**config.mk**
```make
export PLATFORM = sky130hd
export DESIGN_NAME = nn_sequencer
export DESIGN_NICKNAME = d
export VERILOG_FILES = /design/src/rtl/nn_seq_pkg.sv /design/src/rtl/nn_mac.sv /design/src/rtl/nn_sequencer.sv
export SDC_FILE = /design/constraint.sdc
export NUM_CORES = 1
export LEC_CHECK = 0
export CELL_PAD_IN_SITES_DETAIL_PLACEMENT = 1
export CELL_PAD_IN_SITES_GLOBAL_PLACEMENT = 1
export CORE_MARGIN = 5
export CORE_UTILIZATION = 48
export DETAILED_ROUTE_END_ITERATION = 10
export PLACE_DENSITY_LB_ADDON = 0.1
export SLEW_MARGIN = 10
export SYNTH_ARGS = -nofsm -noshare
export SYNTH_HDL_FRONTEND = slang
export SYNTH_SLANG_ARGS = --single-unit
export TNS_END_PERCENT = 1
```
**constraint.sdc**
```tcl
create_clock -name clk -period 4.8 [get_ports clk]
set_input_delay 0.48 -clock clk [delete_from_list [all_inputs] [get_ports clk]]
set_output_delay 0.48 -clock clk [all_outputs]
set_load 0.02 [all_outputs]
```
**src/rtl/nn_seq_pkg.sv**
```systemverilog
// nn_seq_pkg: shared constants and types for the 5-3-4-1 binary perceptron
// sequencer. Holds layer sizes, weight-store base indices and the FSM state
// enum used by nn_sequencer.
package nn_seq_pkg;

  // Layer sizes: network inputs, hidden layer 1, hidden layer 2, output.
  localparam int IN_SIZE = 5;
  localparam int L1_SIZE = 3;
  localparam int L2_SIZE = 4;
  localparam int L3_SIZE = 1;

  // Base index of each layer's weights in the flat weight store.
  localparam int L1_BASE     = 0;
  localparam int L2_BASE     = L1_BASE + IN_SIZE * L1_SIZE;
  localparam int L3_BASE     = L2_BASE + L1_SIZE * L2_SIZE;
  localparam int NUM_WEIGHTS = L3_BASE + L2_SIZE * L3_SIZE;

  typedef enum logic [2:0] {
    IDLE,
    L1,
    L2,
    L3,
    DONE
  } state_t;

endpackage

```
**src/rtl/nn_mac.sv**
```systemverilog
// nn_mac: shared accumulator and threshold decision for the sequencer.
// One weight term is added per enabled cycle; the running sum restarts at a
// neuron's first term. decision is the combinational (acc + term) > 0 test
// the sequencer latches on a neuron's last term.
//
// Ports:
//   clk      in   clock, rising edge
//   rst      in   synchronous active-high reset
//   en       in   accumulate this cycle
//   first    in   this term is the neuron's first (ignore old accumulator)
//   sel      in   selected input bit; term is the weight when 1, else 0
//   weight   in   signed weight, Width bits
//   decision out  (acc + term) > 0, signed
module nn_mac
  import nn_seq_pkg::*;
#(
  parameter int Width = 8
) (
  input  logic                    clk,
  input  logic                    rst,
  input  logic                    en,
  input  logic                    first,
  input  logic                    sel,
  input  logic signed [Width-1:0] weight,
  output logic                    decision
);

  // Three guard bits cover the widest fan-in (5 terms) with no overflow.
  localparam int AccW = Width + 3;

  logic signed [AccW-1:0] acc;
  logic signed [AccW-1:0] term;
  logic signed [AccW-1:0] sum;

  assign term = sel ? {{3{weight[Width-1]}}, weight} : '0;
  assign sum  = (first ? '0 : acc) + term;

  // Strictly positive: sign bit clear and not zero, so a sum of 0 gives 0.
  assign decision = !sum[AccW-1] && (sum != '0);

  always_ff @(posedge clk) begin
    if (rst) begin
      acc <= '0;
    end else if (en) begin
      acc <= sum;
    end
  end

endmodule

```
**src/rtl/nn_sequencer.sv**
```systemverilog
// nn_sequencer: evaluates a 5-3-4-1 binary perceptron network one weight
// term per cycle on a single shared accumulator (nn_mac). Weights live in a
// 31-entry signed store laid out in evaluation order, so the compute-cycle
// count doubles as the weight read address.
//
// Ports:
//   clk      in   clock, rising edge
//   rst      in   synchronous active-high reset (clears weights too)
//   start    in   request one evaluation (honoured in IDLE only)
//   in       in   5-bit network input, captured on an accepted start
//   wr_en    in   weight write strobe (honoured in IDLE and DONE only)
//   wr_addr  in   weight index 0..30; larger indices are dropped
//   wr_data  in   signed weight value, Width bits
//   busy     out  evaluation in progress
//   done     out  one-cycle pulse, out valid
//   out      out  network output bit, held until the next DONE
//
// Build option: define NN_SEQ_DBG_EN to expose the registered hidden-layer
// bits on l1_out (3 bits) and l2_out (4 bits).
module nn_sequencer
  import nn_seq_pkg::*;
#(
  parameter int Width = 8
) (
  input  logic                    clk,
  input  logic                    rst,
  input  logic                    start,
  input  logic [4:0]              in,
  input  logic                    wr_en,
  input  logic [4:0]              wr_addr,
  input  logic signed [Width-1:0] wr_data,
  output logic                    busy,
  output logic                    done,
  output logic                    out
`ifdef NN_SEQ_DBG_EN
  ,
  output logic [2:0]              l1_out,
  output logic [3:0]              l2_out
`endif
);

  state_t state;
  state_t state_next;

  logic [4:0] count;
  logic [2:0] j;
  logic [1:0] n;
  logic [4:0] in_reg;
  logic [2:0] l1_bits;
  logic [3:0] l2_bits;
  logic       sel;
  logic       last;
  logic       decision;
  logic       wr_ok;

  logic signed [Width-1:0] weights [NUM_WEIGHTS];

  always_ff @(posedge clk) begin
    if (rst) begin
      state <= IDLE;
    end else begin
      state <= state_next;
    end
  end

  // Next state, status outputs and the per-layer input-bit mux.
  always_comb begin
    state_next = state;
    busy       = 1'b0;
    done       = 1'b0;
    sel        = 1'b0;
    last       = 1'b0;
    case (state)
      IDLE: begin
        if (start) state_next = L1;
      end
      L1: begin
        busy = 1'b1;
        sel  = in_reg[j];
        last = (j == 3'(IN_SIZE - 1));
        if (count == 5'(L2_BASE - 1)) state_next = L2;
      end
      L2: begin
        busy = 1'b1;
        sel  = l1_bits[j[1:0]];
        last = (j == 3'(L1_SIZE - 1));
        if (count == 5'(L3_BASE - 1)) state_next = L3;
      end
      L3: begin
        busy = 1'b1;
        sel  = l2_bits[j[1:0]];
        last = (j == 3'(L2_SIZE - 1));
        if (count == 5'(NUM_WEIGHTS - 1)) state_next = DONE;
      end
      DONE: begin
        done       = 1'b1;
        state_next = IDLE;
      end
      default: state_next = IDLE;
    endcase
  end

  // count walks the weight store; j is the input index inside the current
  // neuron and n the neuron index inside the current layer.
  always_ff @(posedge clk) begin
    if (rst) begin
      count  <= '0;
      j      <= '0;
      n      <= '0;
      in_reg <= '0;
    end else if (state == IDLE && start) begin
      count  <= 5'(L1_BASE);
      j      <= '0;
      n      <= '0;
      in_reg <= in;
    end else if (busy) begin
      count <= count + 5'd1;
      if (last) begin
        j <= '0;
        n <= (state_next != state) ? 2'd0 : n + 2'd1;
      end else begin
        j <= j + 3'd1;
      end
    end
  end

  // Latch each neuron's decision on its last term.
  always_ff @(posedge clk) begin
    if (rst) begin
      l1_bits <= '0;
      l2_bits <= '0;
      out     <= 1'b0;
    end else if (busy && last) begin
      case (state)
        L1:      l1_bits[n] <= decision;
        L2:      l2_bits[n] <= decision;
        L3:      out        <= decision;
        default: ;
      endcase
    end
  end

  assign wr_ok = wr_en && (state == IDLE || state == DONE) &&
                 (wr_addr <= 5'(NUM_WEIGHTS - 1));

  always_ff @(posedge clk) begin
    if (rst) begin
      for (int i = 0; i < NUM_WEIGHTS; i++) begin
        weights[i] <= '0;
      end
    end else if (wr_ok) begin
      weights[wr_addr] <= wr_data;
    end
  end

  nn_mac #(
    .Width(Width)
  ) u_mac (
    .clk     (clk),
    .rst     (rst),
    .en      (busy),
    .first   (j == 3'd0),
    .sel     (sel),
    .weight  (weights[count]),
    .decision(decision)
  );

`ifdef NN_SEQ_DBG_EN
  assign l1_out = l1_bits;
  assign l2_out = l2_bits;
`else
  // Hidden-layer bits stay internal in the default build.
`endif

endmodule

```
==> results.md <==
* Status: finished, final reports clean
* Peak supply drop at 0.000297 V
* Cts repair resizes at 0
* Synth top area cells: edfxtp_1 (54%), mux4_2 (12%), and2_1 (11%)
* Final hold vios at 0
* TritonCTS clock tree: yes
* CP required at 5.16 ns
* Tmin final at 4.53 ns
* Synth top area share at 53.8%
* Most common cell in the netlist: and2_1
* Post-synthesis sequential area ratio at 59.6%
* Drt drc at 0
* Vias per inst at 5.59
* Total GRT Usage at 21.2%
* Synthesized flop and latch total at 298
* Remaining antenna violation count at 0
* Post-synthesis cell area at 14,300 um2
* Distinct cells, synth at 60
* Leakage power at 5.77 nW
* Total power at 5.82 mW
* Slew Limit Fails at 0
* Chip Height at 183 um
* RSZ-0062 raised after global routing: no
* Hold buffers post-CTS at 0
* Fin crit share at 94.5%
* Rel. slew slack at 27.7%
* First-pass GRT wire length at 54,000 um
* Final setup fails at 0
* Placed instance area at 15,100 um2
* Max FO, Critical Path at 17
* Fmax at 0.221 GHz
* Via Count at 8,299
* Synth area leader: edfxtp_1
* Footprint of the multi-input gates at 5460 um2
* I/O pin total at 25
* Port Buf Inserts at 24
* Yosys warnings at 0
* Max reg flops at 256
* Synth Area per Inst at 13.8 um2
* CP Class: reg2reg
* Longest Clk Path Bufs at 3
* Post-CTS Setup Inserts at 0
* DIE AREA at 33,300 um2
* Fillers at 2,902
* Clock slew at reported path FFs at 0.06 ns
* Per-cell routed wire length at 23.3 um
* Placed Cells at 1,423
* Skew-Pair Late Insertion Delay at 0.52 ns
* Core area at 29,600 um2
* Max Cap Viol at 0
* Finished Cell Area at 16,100 um2
* Initial Util at 48.4%
* Biggest regs: weights (256), u_mac.acc (11)
* Die Wd at 183 um
* H-tree depth at 2
* Detailed Route WL at 34,600 um
* Layout cells sized above 1 at 15.7%
* Area Overhead vs Synth at 12.7%
* Non-Filler Instances at 1,484
* Iter 0 DRT Violations at 524
* GP Congestion at 0.822
* CP max stage delay at 0.53 ns
* Worst slew pin tran at 1.07 ns
* Worst path slowest cell: mux4_2
* Worst setup SP type: register
* Clock tree sinks at 298
* Crit path arrival time at 4.89 ns
* Antenna diodes at 0
* Top_reg_cell synth: edfxtp_1
* Hold/Removal Path Class: reg2reg
* Pwr dens at 361 nW/um2
* HPWL Detailed at 24,200 um
* Register area at 8530 um2
* Number of synthesized flops with an enable pin at 256
* Antenna violations before repair at 0
* Fin nets at 1,110
* Vias in the first global route at 8,657
* Top reg by flops: weights
* Setup TNS at 0 ns
* Root buffer cell: clkbuf_16
* Asr flop ratio synth at 0%
* Initial DRT Pass Iterations at 5
* Clk_skew at 0.0173 ns
* Cells along the critical path: buf_12, mux4_2, mux4_2, mux2i_1, nor2_1, ha_1, fa_1, a21o_1, a21oi_1, xnor2_1, nor3_1, or3b_2, nor4_2, buf_4, o41ai_1
* CTS buffer count at 34
* Grt ovf at 0
* Gate Count Post-Synth at 1,035
* Commonest cells post-synth: and2_1 (260), edfxtp_1 (256), mux4_2 (78)
* Most used cell, CP: mux4_2
* Row count at 63
* Largest net degree at the start of global routing at 68
* Critical Path End Type: register
==> area by class of cell <==
type / count / area share (%)
Tap cell: 390 / 3.03
Timing Repair Buffer: 56 / 3.23
Sequential cell: 298 / 53.0
Clock inverter: 17 / 1.05
Multi-Input combinational cell: 665 / 33.9
Inverter: 14 / 0.326
Clock buffer: 44 / 5.51
==> layout by cell type, fill, tap and decap left out, types with 6 or more instances in the layout <==
cell	instances
and2_1	260
edfxtp_1	256
mux4_2	78
nor2_1	62
nand2_1	47
dfxtp_1	40
clkbuf_16	34
or2_1	32
buf_4	28
mux2i_1	22
clkdlybuf4s50_1	22
a21oi_1	20
ha_1	18
nor3_1	13
inv_1	12
nand3b_1	10
clkbuf_1	10
or3_1	9
nand3_1	8
clkinv_1	8
conb_1	8
o21ai_1	6
xor2_1	6
xnor2_1	6
==> logic make-up (layout without fill, tap and decap cells) <==
group / count (synthesis) / count (layout) / share of synthesized area, %
adders and majority gates: 19 / 19 / 1.72
xor gates and xnor gates: 13 / 13 / 0.910
muxes: 102 / 102 / 14.0
AOI/OAI and AO/OA: 52 / 52 / 2.51
DFF: 298 / 298 / 59.6
buffers and inverters: 79 / 131 / 2.36
other: 1 / 8 / 0.0262
and+or+nand+nor: 471 / 471 / 18.8
==> metal layers <==
metal	global-route usage [%]	wire, um	vias up
met1	31.1	16100	4267
met2	33.8	16300	171
met5	0	0	-
met3	3.67	1680	46
met4	4.35	586	0
li1	-	-	3815
==> worst max-delay path, delay by kind of cell (launching register included) <==
kind | cells | cell delay (ns)
DFF | 1 | 0.52
and+or+nand+nor | 4 | 1.00
muxes | 3 | 1.20
AOI/OAI and AO/OA | 3 | 0.47
adders and majority gates | 2 | 0.63
buffers and inverters | 2 | 0.44
xor gates and xnor gates | 1 | 0.10
==> path summary, 6_finish.rpt <==
check                    start           end  slack, ns  cells after the start
setup reg to reg      register    l2_bits[2]       0.27                     15
setup / recovery      register    l2_bits[2]       0.27                     15
hold / removal    u_mac.acc[6]  u_mac.acc[6]       0.45                      2
hold reg to reg   u_mac.acc[6]  u_mac.acc[6]       0.45                      2
==> stage by stage <==
| step | setup WS [ns] | hold WS (ns) | util, % |
|---|---|---|---|
| after detailed placement | 0.243 | 0.446 | 50.9 |
| final | 0.266 | 0.452 | 54.5 |
| after global routing | 0.0223 | 0.473 | 54.5 |
| after floorplan | 0.123 | 0.432 | - |
| after global placement | 0.348 | 0.437 | 50.9 |
| after CTS | 0.226 | 0.454 | 54.5 |
==> power breakdown <==
group,internal (mW),switching (mW),total (mW)
sequential,2.90,0.0422,2.94
combinational,0.149,0.217,0.366
clock,1.47,1.04,2.51
total,4.52,1.30,5.82
(Power assumes the default switching activity.)
==> patch 1, RTL diff (config.mk and constraints unchanged) <==
Set the package constant `L2_SIZE` to 8 (it was 4).
--- a/src/rtl/nn_seq_pkg.sv
+++ b/src/rtl/nn_seq_pkg.sv
@@ -6,7 +6,7 @@
   // Layer sizes: network inputs, hidden layer 1, hidden layer 2, output.
   localparam int IN_SIZE = 5;
   localparam int L1_SIZE = 3;
-  localparam int L2_SIZE = 4;
+  localparam int L2_SIZE = 8;
   localparam int L3_SIZE = 1;
 
   // Base index of each layer's weights in the flat weight store.
Function: no difference found for any inputs over 4 cycles, from zero or initial values and one cycle with rst high; that may be too few to reach the edited logic, so the function may still have changed.
==> patch 1 against the unedited design <==
Cell area shrank 4.1%. Worst setup slack better by 0.035 ns. Synthesized area is 7.9% lower. Sequential cell count stayed put. Via count decreased by 12%. Worst hold slack got worse by 0.071 ns. Sequential share of layout area rose by 2.3 points. Global-route usage decreased by 2.4 points. Power is 4.4% higher. Combinational power rose by 21%. Clock power increased by 4%. Wire length fell by 18%. Largest cell class unchanged.
==> patch 1: results (changes against the unedited design) <==
\begin{tabular}{lr}
\hline
Metric & Value \\
\hline
\multicolumn{2}{l}{\textbf{Synthesis}} \\
\quad Multiplexer share of the synthesized area & 0.148 (+0.00860) \\
\quad Proportion of synthesized chip area in sequential cells & 0.648 (+0.0513) \\
\quad XOR/XNOR Fraction of Synth Area & 0.0117 (+0.00259) \\
\quad Most instantiated cells after synthesis & edfxtp\_1 (256), and2\_1 (133), mux4\_2 (79) \\
\multicolumn{2}{l}{\textbf{Clocking}} \\
\quad Cts bufs inserted & 35 (+2.9\%) \\
\multicolumn{2}{l}{\textbf{Detailed routing}} \\
\quad Detail-routed via count per cell & 5.29 (-5.4\%) \\
\quad WL met3 & 1210 um (-28\%) \\
\quad Total routed wirelength & 28400 um (-18\%) \\
\quad Wire length on met2 & 14000 um (-14\%) \\
\quad Number of DRC markers after the initial detailed-route iteration & 456 (-13\%) \\
\multicolumn{2}{l}{\textbf{GRT}} \\
\quad Grt met1 use & 0.256 (-0.0544) \\
\quad Maximum number of pins on one net before global-route repair & 85 (+25\%) \\
\quad Met2 capacity usage during global routing & 0.320 (-0.0181) \\
\quad Overall fraction of global-route tracks in use & 0.188 (-0.0242) \\
\quad Number of global-route vias before repair & 7718 (-11\%) \\
\multicolumn{2}{l}{\textbf{Placed design}} \\
\quad Placement-stage cell area & 0.0143 mm\^{}2 (-5.2\%) \\
\quad Cell count after placement & 1315 (-7.6\%) \\
\quad Estimated wirelength of the detail-placed design & 19100 um (-21\%) \\
\quad Gp weighted congestion & 0.807 (-1.9\%) \\
\multicolumn{2}{l}{\textbf{Pwr}} \\
\quad Pwr Total & 6.07 mW (+4.4\%) \\
\quad Standby leakage power & 5.67 nW (-1.9\%) \\
\quad Power consumed by the clock network & 2.61 mW (+4\%) \\
\multicolumn{2}{l}{\textbf{Final layout}} \\
\quad Final net count & 1056 (-4.9\%) \\
\quad Area taken by multi-input logic gates & 0.00485 mm\^{}2 (-11\%) \\
\quad Fill count & 2594 (-11\%) \\
\multicolumn{2}{l}{\textbf{Timing}} \\
\quad Max-Slew Margin vs Limit & 0.310 (+0.0329) \\
\quad Clock Skew & 0.0255 ns (+0.00824 ns) \\
\multicolumn{2}{l}{\textbf{Worst setup path}} \\
\quad Number of cells traversed by the worst register-to-register path & 14 (-1) \\
\quad Largest stage delay on the critical path & 0.47 ns (-0.06 ns) \\
\quad Critical Path Fanout Max & 10 (-7) \\
\multicolumn{2}{l}{\textbf{Outcome}} \\
\quad Run status & completed \\
\multicolumn{2}{l}{\textbf{Min path}} \\
\quad Cell count of the worst hold path & 1 (-1) \\
\quad Hold/Removal Path Class & in -> reg \\
\hline
\end{tabular}
-- patch 1: changes by cell type in the layout (fill, tap and decap cells not counted), sizes merged, moves of 9 or more --
cell,unedited run,this run
and2,260,133
conb,8,136
mux2i,22,13
nand2,47,56
nor2,63,34
or2,34,18
-- patch 1: layout make-up --
| type | count | area share |
|---|---|---|
| Clock inverter | 15 | 0.0107 |
| Timing Repair Buffer | 50 | 0.0307 |
| Multi-Input combinational cell | 621 | 0.314 |
| Clock buffer | 45 | 0.0625 |
| Tap cell | 341 | 0.0276 |
| Inverter | 9 | 0.00219 |
| Sequential cell | 298 | 0.552 |
-- patch 1: how the worst min path moves through the flow --
stage | from | end | slack (ns)
2_1_floorplan | u_mac.acc[0] | u_mac.acc[0] | 0.43
3_3_place_gp | u_mac.acc[6] | u_mac.acc[6] | 0.44
3_5_place_dp | u_mac.acc[0] | u_mac.acc[0] | 0.45
4_1_cts | rst | weights[15][2] | 0.37
5_1_grt | rst | weights[15][2] | 0.37
6_report | rst | weights[15][2] | 0.38
==> patch 2, RTL diff (same flow settings) <==
Made on the original files. The 5 states of `state_t` get a one-hot encoding in 5 bits.
--- a/src/rtl/nn_seq_pkg.sv
+++ b/src/rtl/nn_seq_pkg.sv
@@ -15,12 +15,12 @@
   localparam int L3_BASE     = L2_BASE + L1_SIZE * L2_SIZE;
   localparam int NUM_WEIGHTS = L3_BASE + L2_SIZE * L3_SIZE;
 
-  typedef enum logic [2:0] {
-    IDLE,
-    L1,
-    L2,
-    L3,
-    DONE
+  typedef enum logic [4:0] {
+    IDLE = 5'b00001,
+    L1   = 5'b00010,
+    L2   = 5'b00100,
+    L3   = 5'b01000,
+    DONE = 5'b10000
   } state_t;
 
 endpackage
Check against the original RTL: no difference found for any inputs over 4 cycles, from zero or initial values and one cycle with rst high; so few cycles prove little.
==> patch 2 against the unedited design <==
Power down 0.55%. Final cell count up 2.2%. Critical path type unchanged. Cell area up 1.3%. Sequential cell count up 2. Wire length up 4.4%. Fmax up 1.5%. Synthesized area down 0.75%. Worst setup slack better by 0.069 ns.
==> patch 2: results (changes against the unedited design) <==
\begin{tabular}{lr}
\hline
Metric & Value \\
\hline
\multicolumn{2}{l}{\textbf{Timing}} \\
\quad Setup violation total in the final timing report & 0 (unchanged) \\
\quad Clock Skew & 0.0195 ns (+0.00227 ns) \\
\quad Max-Slew Margin vs Limit & 0.234 (-0.0429) \\
\multicolumn{2}{l}{\textbf{Synthesis}} \\
\quad Cell count after synthesis & 1034 (-0.097\%) \\
\quad Largest cells by area after synthesis & edfxtp\_1 (54\%), mux4\_2 (12\%), and2\_1 (11\%) \\
\quad Proportion of synthesized chip area in sequential cells & 0.604 (+0.00734) \\
\multicolumn{2}{l}{\textbf{Detailed routing}} \\
\quad Overall via count from detail\_route & 8605 (+3.7\%) \\
\quad Detail-routed via count per cell & 5.67 (+1.4\%) \\
\quad Number of DRC markers after the initial detailed-route iteration & 681 (+30\%) \\
\quad Total routed wirelength & 36200 um (+4.4\%) \\
\multicolumn{2}{l}{\textbf{Pwr}} \\
\quad Standby leakage power & 5.90 nW (+2.3\%) \\
\quad Cell internal power dissipation & 4.55 mW (+0.61\%) \\
\quad Worst voltage drop across the vdd grid & 0.299 mV (+0.59\%) \\
\multicolumn{2}{l}{\textbf{Placed design}} \\
\quad Cell count after placement & 1448 (+1.8\%) \\
\quad Estimated wirelength of the detail-placed design & 24900 um (+3.0\%) \\
\multicolumn{2}{l}{\textbf{Worst setup path}} \\
\quad Slowest cell on the critical path & or4\_1 \\
\quad Worst r2r dst & l2\_bits[0] \\
\quad Arrival time reported for the critical path endpoint & 4.84 ns (-0.05 ns) \\
\quad CP Capture Point & l2\_bits[0] \\
\quad Largest stage delay on the critical path & 0.56 ns (+0.03 ns) \\
\multicolumn{2}{l}{\textbf{Final layout}} \\
\quad Share of layout cells above drive strength 1 & 0.182 (+0.0247) \\
\quad Final net count & 1147 (+3.3\%) \\
\multicolumn{2}{l}{\textbf{GRT}} \\
\quad First-pass GRT wire length & 56000 um (+3.6\%) \\
\quad Maximum number of pins on one net before global-route repair & 44 (-35\%) \\
\quad Number of antenna violations at the first check in global routing & 2 (+2) \\
\multicolumn{2}{l}{\textbf{Outcome}} \\
\quad Run status & completed \\
\hline
\end{tabular}
[patch 2: cell types whose count changed after synthesis, moves of 11 or more]
| cell | unedited run | this run |
|---|---|---|
| mux2i_1 | 22 | 3 |
| nand2_1 | 47 | 69 |
| nand3_1 | 8 | 19 |
| o21ai_0 | 1 | 38 |
| or2_1 | 32 | 0 |
[patch 2: metrics by stage]
stage / util / power [mW] / worst slack (ns) / cell area, um^2
finish: 0.555 / 5.79 / 0.335 / 16300
global route: 0.555 / 5.99 / 0.0983 / 16300
CTS: 0.552 / 5.83 / 0.151 / 16200
detailed placement: 0.515 / 3.30 / 0.196 / 15200
global placement: 0.515 / 3.29 / 0.287 / 15200
floorplan: - / 3.14 / 0.0648 / 14200
[patch 2: logic make-up (layout without fill, tap and decap cells)]
group / after synthesis / in the layout / share of synthesized area
muxes: 83 / 83 / 0.129
buffers and inverters: 74 / 160 / 0.0205
and+or+nand+nor: 431 / 431 / 0.169
other: 1 / 8 / 0.000264
adders and majority gates: 19 / 19 / 0.0173
xor gates and xnor gates: 15 / 15 / 0.0104
DFF: 300 / 300 / 0.604
AOI/OAI and AO/OA: 111 / 111 / 0.0493
[patch 2: tightest hold or removal path, stage by stage (launching register included)]
cell     delay, ns
dfxtp_1       0.31
nand2_1       0.05
a21oi_1       0.05
[patch 2: repair_timing]
action | CTS | global route
resized for setup | 0 | 1
endpoints found under the setup margin | 0 | 8
buffers inserted | 0 | 11
[patch 2: per-layer routing]
metal,up-vias,global-route usage,share of wire
li1,3926,-,-
met1,4417,0.319,0.44
met2,206,0.361,0.48
met3,54,0.0313,0.051
met4,2,0.0516,0.019
met5,-,0,0.00050
[patch 2: area by class of cell]
type / instances / area share
clock buffers: 41 / 0.0563
clock inverters: 17 / 0.00996
inverters: 12 / 0.00276
multi-input cells: 667 / 0.329
flip-flops and latches: 300 / 0.525
well taps: 390 / 0.0299
repair buffers: 90 / 0.0474
[patch 2: worst min-delay path by stage]
stage / from / to / slack (ns) / cells past startpoint
4_1_cts: u_mac.acc[0] / u_mac.acc[0] / 0.45 / 2
6_report: u_mac.acc[8] / u_mac.acc[8] / 0.45 / 2
3_3_place_gp: u_mac.acc[4] / u_mac.acc[4] / 0.43 / 2
3_5_place_dp: u_mac.acc[0] / u_mac.acc[0] / 0.44 / 2
2_1_floorplan: u_mac.acc[0] / u_mac.acc[0] / 0.43 / 2
5_1_grt: u_mac.acc[0] / u_mac.acc[0] / 0.47 / 2
[patch 2: power by group through the flow]
stage                     clock network [mW]  logic [mW]  registers (mW)
final                                   2.54       0.298            2.94
after global routing                    2.72       0.321            2.95
after CTS                               2.58       0.299            2.95
after detailed placement                   0       0.298            3.00
after global placement                     0       0.291            3.00
after floorplan                            0       0.162            2.98
